===== src/rtl/instr_fetch.sv =====
// Instruction fetch unit: drives a synchronous word-addressed ROM, pairs each
// returned word with its address and queues {pc, instr} in a small FIFO toward
// decode. Issue is credit-limited so a returning word always has a free slot.
// Execute can redirect fetch at any time. Fetch stops on the halt word.
module instr_fetch #(
    parameter int unsigned       ADDR_W    = 32,
    parameter logic [ADDR_W-1:0] RESET_PC  = '0,
    parameter int unsigned       DEPTH     = 2,
    parameter logic [31:0]       HALT_WORD = 32'h0000_0000
) (
    input  logic              clk,
    input  logic              rst_n,
    output logic [ADDR_W-1:0] imem_addr,
    input  logic [31:0]       imem_instr,
    input  logic              redirect_valid,
    input  logic [ADDR_W-1:0] redirect_pc,
    output logic              out_valid,
    input  logic              out_ready,
    output logic [ADDR_W-1:0] out_pc,
    output logic [31:0]       out_instr,
    output logic              halted
);

    localparam int unsigned PTR_W = (DEPTH > 1) ? $clog2(DEPTH) : 1;
    localparam int unsigned CNT_W = PTR_W + 1;

    typedef enum logic [0:0] {
        ST_RUN  = 1'b0,
        ST_HALT = 1'b1
    } state_e;

    state_e              state_q;
    logic                halted_q;
    logic [ADDR_W-1:0]   pc_q,       pc_d;
    logic [ADDR_W-1:0]   req_pc_q,   req_pc_d;
    logic                inflight_q, inflight_d;
    logic [PTR_W-1:0]    wr_ptr_q,   wr_ptr_d;
    logic [PTR_W-1:0]    rd_ptr_q,   rd_ptr_d;
    logic [CNT_W-1:0]    count_q,    count_d;
    logic [ADDR_W-1:0]   pc_mem_q    [DEPTH];
    logic [31:0]         instr_mem_q [DEPTH];

    logic                deq_s;
    logic                enq_s;
    logic                halt_cap_s;
    logic                issue_s;
    logic [CNT_W:0]      occupancy_s;

    // ROM address is the live pc; the registered FIFO head feeds decode.
    assign imem_addr = pc_q;
    assign out_valid = (count_q != {CNT_W{1'b0}});
    assign out_pc    = pc_mem_q[rd_ptr_q];
    assign out_instr = instr_mem_q[rd_ptr_q];
    assign halted    = halted_q;

    // Handshake, capture classification and credit-based issue decision.
    always_comb begin
        deq_s       = out_valid & out_ready;
        // A capture in the redirect cycle is squashed: neither enqueued nor halting.
        halt_cap_s  = inflight_q & ~redirect_valid & (imem_instr == HALT_WORD);
        enq_s       = inflight_q & ~redirect_valid & (imem_instr != HALT_WORD);
        // Slots already committed (stored + returning) minus the one leaving now.
        occupancy_s = {1'b0, count_q} + (CNT_W + 1)'(inflight_q) - (CNT_W + 1)'(deq_s);
        // The halt word blocks issue in its capture cycle so pc stays just past it.
        issue_s     = (state_q == ST_RUN) & ~redirect_valid & ~halt_cap_s
                      & (occupancy_s < (CNT_W + 1)'(DEPTH));
    end

    // Next-state for pc, request tracking and FIFO pointers.
    always_comb begin
        pc_d       = pc_q;
        req_pc_d   = req_pc_q;
        inflight_d = 1'b0;
        wr_ptr_d   = wr_ptr_q;
        rd_ptr_d   = rd_ptr_q;
        count_d    = count_q;
        if (redirect_valid) begin
            pc_d     = redirect_pc;
            wr_ptr_d = {PTR_W{1'b0}};
            rd_ptr_d = {PTR_W{1'b0}};
            count_d  = {CNT_W{1'b0}};
        end else begin
            if (issue_s) begin
                pc_d       = pc_q + ADDR_W'(1);
                req_pc_d   = pc_q;
                inflight_d = 1'b1;
            end else begin
                pc_d       = pc_q;
                inflight_d = 1'b0;
            end
            if (enq_s) begin
                wr_ptr_d = wr_ptr_q + PTR_W'(1);
            end else begin
                wr_ptr_d = wr_ptr_q;
            end
            if (deq_s) begin
                rd_ptr_d = rd_ptr_q + PTR_W'(1);
            end else begin
                rd_ptr_d = rd_ptr_q;
            end
            count_d = count_q + CNT_W'(enq_s) - CNT_W'(deq_s);
        end
    end

    // Fetch datapath registers with synchronous reset.
    always_ff @(posedge clk) begin
        if (!rst_n) begin
            pc_q       <= RESET_PC;
            req_pc_q   <= {ADDR_W{1'b0}};
            inflight_q <= 1'b0;
            wr_ptr_q   <= {PTR_W{1'b0}};
            rd_ptr_q   <= {PTR_W{1'b0}};
            count_q    <= {CNT_W{1'b0}};
        end else begin
            pc_q       <= pc_d;
            req_pc_q   <= req_pc_d;
            inflight_q <= inflight_d;
            wr_ptr_q   <= wr_ptr_d;
            rd_ptr_q   <= rd_ptr_d;
            count_q    <= count_d;
        end
    end

    // FIFO storage: cleared on reset so the idle head reads as zero.
    always_ff @(posedge clk) begin
        if (!rst_n) begin
            for (int i = 0; i < int'(DEPTH); i++) begin
                pc_mem_q[i]    <= {ADDR_W{1'b0}};
                instr_mem_q[i] <= 32'h0000_0000;
            end
        end else if (enq_s) begin
            pc_mem_q[wr_ptr_q]    <= req_pc_q;
            instr_mem_q[wr_ptr_q] <= imem_instr;
        end
    end

    // Run/halt state machine with registered halted flag; redirect always wins.
    always_ff @(posedge clk) begin
        if (!rst_n) begin
            state_q  <= ST_RUN;
            halted_q <= 1'b0;
        end else if (redirect_valid) begin
            state_q  <= ST_RUN;
            halted_q <= 1'b0;
        end else begin
            case (state_q)
                ST_RUN: begin
                    if (halt_cap_s) begin
                        state_q  <= ST_HALT;
                        halted_q <= 1'b1;
                    end else begin
                        state_q  <= ST_RUN;
                        halted_q <= 1'b0;
                    end
                end
                ST_HALT: begin
                    state_q  <= ST_HALT;
                    halted_q <= 1'b1;
                end
                default: begin
                    state_q  <= ST_RUN;
                    halted_q <= 1'b0;
                end
            endcase
        end
    end

endmodule


===== config.mk =====
export PLATFORM = sky130hd
export DESIGN_NAME = instr_fetch
export DESIGN_NICKNAME = d
export VERILOG_FILES = /design/src/rtl/instr_fetch.sv
export SDC_FILE = /design/constraint.sdc
export NUM_CORES = 1
export LEC_CHECK = 0
export CORE_MARGIN = 1
export CORE_UTILIZATION = 35
export DETAILED_ROUTE_END_ITERATION = 6
export RECOVER_POWER = 100
export SYNTH_ARGS = -nofsm -noshare
export SYNTH_HDL_FRONTEND = slang
export SYNTH_SLANG_ARGS = --single-unit

===== constraint.sdc =====
create_clock -name clk -period 9.2 [get_ports clk]
set_clock_uncertainty 0.2 [all_clocks]
set_input_delay 1.38 -clock clk [delete_from_list [all_inputs] [get_ports clk]]
set_output_delay 1.38 -clock clk [all_outputs]
set_load 0.02 [all_outputs]

==> impl_metrics.json, run 1 <==
{
  "seqPwrFrac_pct": 51.3,
  "h-tree-depth": 4,
  "clock_sinks": 199,
  "netSwitchingFraction_pct": 24.8,
  "critPathLaunchType": "input port",
  "post_cts_buffers": 0,
  "drive_above_1_share_pct": 11.6,
  "layout.nets": 1008,
  "slowest_delay_ns": 1.91,
  "crit_path_cell_trace": "dlygate4sd3_1, clkbuf_1, nor2b_1, a21bo_1, nor3_4, clkbuf_1, and2_1",
  "antenna_cells": 0,
  "power.internal_mw": 1.49,
  "p_switching_mw": 0.492,
  "worst-path-buf-inv": 3,
  "finalSetupViolCount": 0,
  "synthArstFlopShare_pct": 0,
  "crit_top_cell": "clkbuf_1",
  "dieArea_sq_um": 26900,
  "rsz0062_at_grt": "false",
  "power_frac_comb_pct": 9.8,
  "yosysWarnings": 0,
  "synth-edff-count": 128,
  "path_depth": 7,
  "fin_total_pwr_mw": 1.98,
  "cp_slowest_cell": "clkbuf_1",
  "max_freq_ghz": 0.169,
  "drtAntennaViolNets": 0,
  "drv_slew": 341,
  "syn_inst": 804,
  "cpLargestDelayFamily": "buffers and inverters",
  "min_period_ns": 5.93,
  "rr_endpoint": "pc_mem_q[1][29]",
  "status": "finished with violations",
  "dr.pass1.iters": 5,
  "violations": "capacitance limit, slew limit",
  "synth_flop_cell": "edfxtp_1",
  "cts_tree": "built",
  "min_path_type": "reg -> reg",
  "nFillCells": 2349,
  "drt-total-wl_um": 22600,
  "power_density_nw_per_um2": 170,
  "ctsRootBufferMaster": "clkbuf_16",
  "grt-ovfl-total": 0,
  "vias": 6644,
  "worst-path-max-fanout": 64,
  "power_leakage_nw": 4.14,
  "numCtsBuffers": 17,
  "viasPerCell": 5.20,
  "rrSetupSlack_ns": 5.32,
  "die_height_um": 164,
  "ir_worst_vdd_v": 0.0000824,
  "path_clk_slew_ns": 0.07,
  "yosys_register_bits": 199,
  "period_share_pct": 64.5,
  "core-area_sq_um": 25500,
  "ys_types": 53,
  "worst-r2r-cell-count": 5,
  "insertion_delay_ns": 0.43,
  "routabilityCongestion": 0.785,
  "post-dp-hpwl_um": 14400,
  "critPathCaptureType": "register",
  "tightest_slew_ns": 3.07,
  "final_common_cell": "edfxtp_1",
  "io_buffers": 165,
  "io_pins": 166,
  "grt_usage_pct": 17.1,
  "r2r_start": "inflight_q",
  "drc": 0,
  "die_x_um": 164,
  "cts_buffer_depth": 2,
  "crit_end": "pc_mem_q[1][29]",
  "detail_route.wl_per_cell_um": 17.7,
  "cts_resized": 0,
  "holdBufCountCts": 0,
  "relSlewSlack_pct": -105,
  "row_count": 58,
  "maxCapViolCount": 6,
  "worstSetupStartpoint": "redirect_valid",
  "postSynthAreaPerCell_sq_um": 11.4,
  "antenna_found_initial": 0,
  "first_iter_violations": 508,
  "grt_pass1_wl_um": 35000,
  "ys_seq_area_share_pct": 57.4,
  "area_delta_synth_final_pct": 27.1,
  "hold_viol_final": 0,
  "cp_data_required_time_ns": 9.29,
  "netlist_area_sq_um": 9180,
  "p_clk_share_pct": 39.0,
  "grt_max_degree": 65,
  "crit_arrival_ns": 6.03,
  "final_cell_mix": "edfxtp_1, dlygate4sd3_1, and2_1, clkdlybuf4s50_1, dfxtp_1",
  "tns_ns": 0,
  "criticalPathCategory": "in -> reg",
  "syn_nets": 877,
  "first_global_vias": 6253,
  "initial_core_util_pct": 36.0
}
==> cell type report <==
class	count	area, sq um	area share [%]
Clock inverter	14	183	1.57
Inverter	6	22.5	0.193
Clock buffer	18	429	3.68
Multi-Input combinational cell	535	3640	31.2
Timing Repair Buffer	176	1720	14.7
Tap cell	330	413	3.54
Sequential cell	199	5270	45.1
==> power groups by stage <==
stage / sequential (mW) / combinational, mW / clock [mW]
2_1_floorplan: 1.04 / 0.0924 / 0
3_3_place_gp: 1.04 / 0.204 / 0
3_5_place_dp: 1.04 / 0.204 / 0
4_1_cts: 1.02 / 0.205 / 0.788
5_1_grt: 1.02 / 0.209 / 0.820
6_report: 1.02 / 0.193 / 0.773
==> synthesized netlist by cell type, types with 2 or more instances <==
library cell | instances | share of area [%]
and2_1 | 131 | 8.9
nand2_1 | 18 | 0.74
and3_2 | 2 | 0.16
nor4_1 | 17 | 1.2
buf_2 | 10 | 0.55
nand4_1 | 10 | 0.68
nor2_1 | 17 | 0.70
inv_1 | 4 | 0.16
edfxtp_1 | 128 | 42
a31oi_1 | 8 | 0.55
o221ai_1 | 2 | 0.19
a211oi_1 | 6 | 0.49
and3_1 | 8 | 0.55
dfxtp_1 | 71 | 15
mux2_2 | 64 | 7.9
nor3b_1 | 4 | 0.33
nor2b_1 | 7 | 0.48
o211ai_1 | 4 | 0.33
clkbuf_1 | 45 | 1.8
a311oi_1 | 14 | 1.3
nor3_1 | 20 | 1.1
o21ai_0 | 60 | 3.3
buf_1 | 6 | 0.25
or4_1 | 4 | 0.33
nor3_2 | 2 | 0.22
nand3_1 | 42 | 2.3
or3_1 | 6 | 0.41
ha_1 | 4 | 0.55
buf_6 | 3 | 0.37
clkinv_1 | 2 | 0.082
or2_2 | 3 | 0.20
xnor2_1 | 9 | 0.86
a211o_1 | 3 | 0.29
o31ai_1 | 4 | 0.33
a21oi_1 | 39 | 2.1
and4_4 | 2 | 0.25
and4_1 | 9 | 0.86
==> logic make-up after synthesis <==
| family | synth area share (%) |
|---|---|
| and+or+nand+nor | 20.1 |
| DFF | 57.4 |
| AOI/OAI and AO/OA | 9.71 |
| buffers and inverters | 3.24 |
| muxes | 7.85 |
| xor gates and xnor gates | 0.954 |
| adders and majority gates | 0.763 |
==> worst min-delay path by stage <==
stage | startpoint | end | slack (ns) | cells after the start
floorplan | req_pc_q[14] | req_pc_q[14] | 0.26 | 2
global placement | req_pc_q[21] | req_pc_q[21] | 0.27 | 2
detailed placement | req_pc_q[11] | req_pc_q[11] | 0.27 | 2
CTS | req_pc_q[11] | req_pc_q[11] | 0.28 | 2
global route | req_pc_q[25] | req_pc_q[25] | 0.32 | 2
finish | req_pc_q[21] | req_pc_q[21] | 0.29 | 2
==> registers in the layout (all words and copies together), names as in the netlist, named ones only <==
register     count
imem_addr       32
halted           1
wr_ptr_q         1
inflight_q       1
instr_mem_q     64
req_pc_q        32
rd_ptr_q         1
count_q          2
pc_mem_q        64
==> through the flow <==
stage	utilization [%]	hold slack [ns]	instance area (sq um)	setup WS, ns	cells
3_5_place_dp	43.6	0.274	11100	4.27	1246
6_report	45.8	0.287	11700	3.27	1278
4_1_cts	46.0	0.283	11700	4.73	1278
3_3_place_gp	43.6	0.270	11100	4.37	1246
5_1_grt	45.8	0.317	11700	2.80	1278
2_1_floorplan	-	0.258	9180	1.74	804
==> worst register-to-register path, delay by kind of cell, from the launching register on <==
| family | cells | cell delay [ns] |
|---|---|---|
| buffers and inverters | 1 | 1.91 |
| AND/OR/NAND/NOR | 3 | 0.89 |
| AO/OA/AOI/OAI | 1 | 0.40 |
| flip-flops | 1 | 0.35 |
==> layer usage <==
layer,track usage (%),routed length (um)
met5,0,0
met4,5.68,435
met3,3.11,1220
met2,26.4,10500
met1,24.1,10400
Note: power is estimated with default switching activity, not from simulation.
==> run 2: changes to the inputs <==
==> constraint.sdc (replaced) <==
create_clock -name clk -period 6.1 [get_ports clk]
set_clock_uncertainty 0.2 [all_clocks]
set_input_delay 0.915 -clock clk [delete_from_list [all_inputs] [get_ports clk]]
set_output_delay 0.915 -clock clk [all_outputs]
set_load 0.02 [all_outputs]
==> run 2 against run 1 <==
  * Critical path depth down 1
  * Via count up 1.2%
  * First-iteration DRC count down 7.7%
  * Power up 47%
  * Combinational power up 53%
  * Worst setup slack worse by 1.9 ns
  * Count of clock-buffer cells in the layout unchanged
  * The run still ends with capacitance limit, slew limit left
  * Core utilization down 0.12 points
  * Flip-flop and latch count unchanged
  * Largest power group unchanged
  * Critical path type unchanged
  * Sequential power up 50%
  * Non-clock buffer count up 1
==> impl_metrics.json, run 2 (synthesis gave the netlist of run 1 again) <==
{
  "status": "finished with violations",
  "violations": "capacitance limit, slew limit",
  "dieArea_sq_um": 26900,
  "grt-ovfl-total": 0,
  "rrSetupSlack_ns": 1.82,
  "power_leakage_nw": 4.16,
  "tns_ns": 0,
  "initial_core_util_pct": 36.0,
  "numCtsBuffers": 17,
  "rsz0062_at_grt": "false",
  "rr_endpoint": "imem_addr[16]",
  "grt_usage_pct": 17.3,
  "multiInputGateArea_sq_um": 3630,
  "finalSetupViolCount": 0,
  "path_clk_slew_ns": 0.08,
  "final_cell_mix": "edfxtp_1, dlygate4sd3_1, and2_1, dfxtp_1, clkdlybuf4s50_1",
  "worst-r2r-cell-count": 11,
  "final_util_pct": 45.7,
  "h-tree-depth": 4,
  "criticalPathCategory": "in -> reg",
  "hold-path-endpoint": "req_pc_q[9]",
  "io_buffers": 165,
  "dpl_cell_area_sq_um": 11100,
  "min_path_type": "reg -> reg",
  "final_cell_area_sq_um": 11600,
  "clock_sinks": 199,
  "ir_worst_vdd_v": 0.000144,
  "routabilityCongestion": 0.804,
  "nFillCells": 2367,
  "cp_data_required_time_ns": 6.20,
  "row_count": 58,
  "cts_resized": 0,
  "io_pins": 166,
  "critPathCaptureType": "register",
  "antenna_found_initial": 0,
  "antenna_cells": 0,
  "netSwitchingFraction_pct": 25.5,
  "hold_viol_final": 0,
  "drtAntennaViolNets": 0,
  "ff_latch_area_sq_um": 5270,
  "cts_buffer_depth": 2,
  "detail_route.wl_per_cell_um": 18.1,
  "first_global_vias": 6323,
  "insertion_delay_ns": 0.43,
  "core-area_sq_um": 25500,
  "tightest_slew_ns": 2.20,
  "crit_arrival_ns": 4.84,
  "area_delta_synth_final_pct": 26.8,
  "relSlewSlack_pct": -47.9,
  "holdBufCountCts": 0,
  "drt-total-wl_um": 23100,
  "worst-path-max-fanout": 36,
  "maxCapViolCount": 3,
  "grt_pass1_wl_um": 35400,
  "drc": 0,
  "grt_max_degree": 65,
  "power_frac_comb_pct": 10.2,
  "vias": 6724,
  "first_iter_violations": 469,
  "period_share_pct": 77.7,
  "reg_top3": "instr_mem_q x64, pc_mem_q x64",
  "p_switching_mw": 0.741,
  "die_x_um": 164,
  "p_clk_share_pct": 37.1,
  "ctsRootBufferMaster": "clkbuf_16",
  "drv_slew": 72,
  "holdWs_ns": 0.282,
  "power_density_nw_per_um2": 250,
  "max_freq_ghz": 0.211,
  "hold_depth": 2,
  "final_common_cell": "edfxtp_1",
  "power.internal_mw": 2.16,
  "critPathLaunchType": "input port",
  "viasPerCell": 5.26,
  "post_cts_buffers": 0,
  "worstHoldStart": "req_pc_q[9]",
  "layout.nets": 1009,
  "dr.pass1.iters": 5,
  "min_period_ns": 4.74,
  "drive_above_1_share_pct": 12.8,
  "r2r_start": "count_q[1]",
  "post-dp-hpwl_um": 15000,
  "cts_tree": "built",
  "seqPwrFrac_pct": 52.7,
  "die_height_um": 164
}
==> run 2: cell types whose count changed in the layout (fill, tap and decap cells not counted), sizes merged <==
cell / previous run / this run
bufinv: 2 / 0
clkbuf: 23 / 22
clkdlybuf4s50: 73 / 66
clkinvlp: 2 / 1
clkinv: 4 / 6
buf: 6 / 8
inv: 12 / 13
dlygate4sd3: 92 / 99
==> run 2: worst max-delay path by stage <==
stage	start	endpoint	slack (ns)	cells past startpoint
5_1_grt	redirect_valid	pc_mem_q[1][12]	1.08	5
4_1_cts	out_ready	imem_addr[16]	1.95	11
3_5_place_dp	out_ready	imem_addr[16]	1.49	11
6_report	redirect_valid	imem_addr[19]	1.36	6
2_1_floorplan	redirect_valid	instr_mem_q[0][0]	-0.90	5
3_3_place_gp	out_ready	imem_addr[14]	1.57	11
==> run 2: power groups by stage <==
stage / Combinational (mW) / Sequential, mW / Clock, mW
finish: 0.295 / 1.53 / 1.08
global route: 0.317 / 1.54 / 1.15
CTS: 0.313 / 1.53 / 1.10
detailed placement: 0.312 / 1.56 / 0
global placement: 0.311 / 1.56 / 0
floorplan: 0.139 / 1.57 / 0
==> run 2: metal layers <==
layer / global-route usage, % / share of wire, % / vias up
met5: 0 / 0 / -
met4: 4.84 / 1.2 / 0
met3: 3.21 / 4.9 / 19
met2: 27.8 / 48 / 191
met1: 23.8 / 46 / 3278
li1: - / - / 3236
==> run 2: per-stage QoR <==
stage	power [mW]	cells	worst slack [ns]
floorplan	1.71	804	-0.897
global placement	1.87	1247	1.57
detailed placement	1.87	1247	1.49
CTS	2.95	1279	1.95
global route	3.01	1279	1.08
finish	2.91	1279	1.36
==> run 2: critical path: stages <==
cell,delay [ns]
dlygate4sd3_1,0.66
clkbuf_1,1.29
clkinv_1,1.01
buf_4,0.53
o21ai_0,0.34
a31oi_1,0.08
==> run 2: cell type report <==
class / instances / share of cell area [%]
inverters: 6 / 0.194
clock inverters: 14 / 1.14
multi-input cells: 535 / 31.2
clock buffers: 18 / 3.69
well taps: 330 / 3.55
repair buffers: 177 / 15.0
flip-flops and latches: 199 / 45.3
==> run 3: changes to the inputs <==
==> constraint.sdc (replaced) <==
create_clock -name clk -period 4.5 [get_ports clk]
set_clock_uncertainty 0.2 [all_clocks]
set_input_delay 0.675 -clock clk [delete_from_list [all_inputs] [get_ports clk]]
set_output_delay 0.675 -clock clk [all_outputs]
set_load 0.02 [all_outputs]
==> run 3 against run 2 <==
  * The run still ends with capacitance limit, slew limit left
  * Clock power rose by 41%
  * Routed wire length fell by 1.5%
  * Register-to-register slack got worse by 0.94 ns
  * Worst setup slack got worse by 0.77 ns
  * First-iteration DRC count rose by 16%
  * Final cell count rose by 0.31%
  * Sequential power rose by 36%
  * Core utilization rose by 0.14 points
  * Combinational power rose by 35%
  * Global-route usage fell by 0.13 points
  * Sequential share of layout area fell by 0.16 points
==> impl_metrics.json, run 3 (synthesis gave the netlist of run 1 again) <==
{
  "status": "finished with violations",
  "min_path_type": "reg -> reg",
  "vias": 6701,
  "path_clk_slew_ns": 0.07,
  "io_pins": 166,
  "drive_above_1_share_pct": 12.7,
  "critPathLaunchType": "register",
  "die_x_um": 164,
  "place_inst": 1251,
  "crit_path_cell_trace": "mux2_2, dlygate4sd3_1",
  "cts_tree": "built",
  "criticalPathCategory": "reg -> out",
  "final_cell_mix": "edfxtp_1, dlygate4sd3_1, and2_1, dfxtp_1, clkdlybuf4s50_1",
  "drc": 0,
  "ir_worst_vdd_v": 0.000200,
  "layout.nets": 1013,
  "grt-ovfl-total": 0,
  "routabilityCongestion": 0.769,
  "drt-total-wl_um": 22800,
  "antenna_found_initial": 0,
  "dr.pass1.iters": 5,
  "cts_resized": 0,
  "max_freq_ghz": 0.255,
  "violations": "capacitance limit, slew limit",
  "reg_top3": "instr_mem_q x64, pc_mem_q x64",
  "grt_pass1_wl_um": 35100,
  "hold_viol_final": 0,
  "power_density_nw_per_um2": 342,
  "slowest_delay_ns": 1.43,
  "drv_slew": 166,
  "first_iter_violations": 546,
  "insertion_delay_ns": 0.43,
  "final_util_pct": 45.8,
  "ctsRootBufferMaster": "clkbuf_16",
  "cts_buffer_depth": 2,
  "viasPerCell": 5.22,
  "instances_no_fill": 1283,
  "row_count": 58,
  "worst-path-max-fanout": 64,
  "min_period_ns": 3.92,
  "power_leakage_nw": 4.19,
  "detail_route.wl_per_cell_um": 17.7,
  "critPathCaptureType": "primary output",
  "rsz0062_at_grt": "false",
  "h-tree-depth": 4,
  "dpl_cell_area_sq_um": 11100,
  "core-area_sq_um": 25500,
  "relSlewSlack_pct": -12.9,
  "fin_total_pwr_mw": 4.00,
  "numCtsBuffers": 17,
  "initial_core_util_pct": 36.0,
  "grt_max_degree": 65,
  "dieArea_sq_um": 26900,
  "area_delta_synth_final_pct": 27.2,
  "clock_sinks": 199,
  "drtAntennaViolNets": 0,
  "finalSetupViolCount": 0,
  "post-dp-hpwl_um": 14600,
  "nFillCells": 2380,
  "cp_slowest_cell": "dfxtp_2",
  "tightest_slew_ns": 1.69,
  "holdBufCountCts": 0,
  "io_buffers": 165,
  "post_cts_buffers": 0,
  "holdWs_ns": 0.281,
  "die_height_um": 164,
  "period_share_pct": 87.0,
  "cp_data_required_time_ns": 3.62,
  "antenna_cells": 0,
  "crit_arrival_ns": 3.04,
  "grt_usage_pct": 17.2,
  "final_cell_area_sq_um": 11700,
  "maxCapViolCount": 3,
  "first_global_vias": 6267,
  "final_common_cell": "edfxtp_1"
}
==> run 3: final cells by class <==
class	instances	area [sq um]	share of cell area (%)
timing repair buffer	181	1750	15.0
inverter	6	22.5	0.193
tap	330	413	3.54
multi-input combinational	535	3630	31.1
sequential	199	5270	45.1
clock inverter	15	159	1.36
clock buffer	17	425	3.64
==> run 3: path summary, 6_finish.rpt <==
| path | to | cells after the start | start | slack, ns |
|---|---|---|---|---|
| worst max-delay path | out_pc[20] | 2 | register | 0.58 |
| worst min-delay path | req_pc_q[23] | 2 | req_pc_q[23] | 0.28 |
| worst max register to register | imem_addr[20] | 11 | count_q[1] | 0.88 |
| worst min register to register | req_pc_q[23] | 2 | req_pc_q[23] | 0.28 |
==> run 3: per-stage QoR <==
step / setup TNS (ns) / setup WS, ns
finish: 0 / 0.584
global route: 0 / 0.358
CTS: 0 / 0.886
detailed placement: 0 / 0.463
global placement: 0 / 0.517
floorplan: -67.83 / -0.530
==> run 3: layer usage <==
layer  vias up  GRT usage, %  part of all wire (%)
met1      3275          24.0                    47
met4         0          4.97                   1.1
li1       3245             -                     -
met5         -             0                     0
met2       168          27.4                    48
met3        13          2.70                   4.0
==> run 3: where the power goes <==
part,switching (mW),total [mW],internal (mW)
registers,0.0592,2.08,2.02
logic,0.216,0.397,0.181
clock network,0.732,1.52,0.789
total,1.01,4.00,2.99
==> run 3: worst max-delay path, delay by kind of cell, from the launching register on <==
family | cells | cell delay (ns)
mux | 1 | 0.45
buf+inv | 1 | 0.65
flops | 1 | 1.43
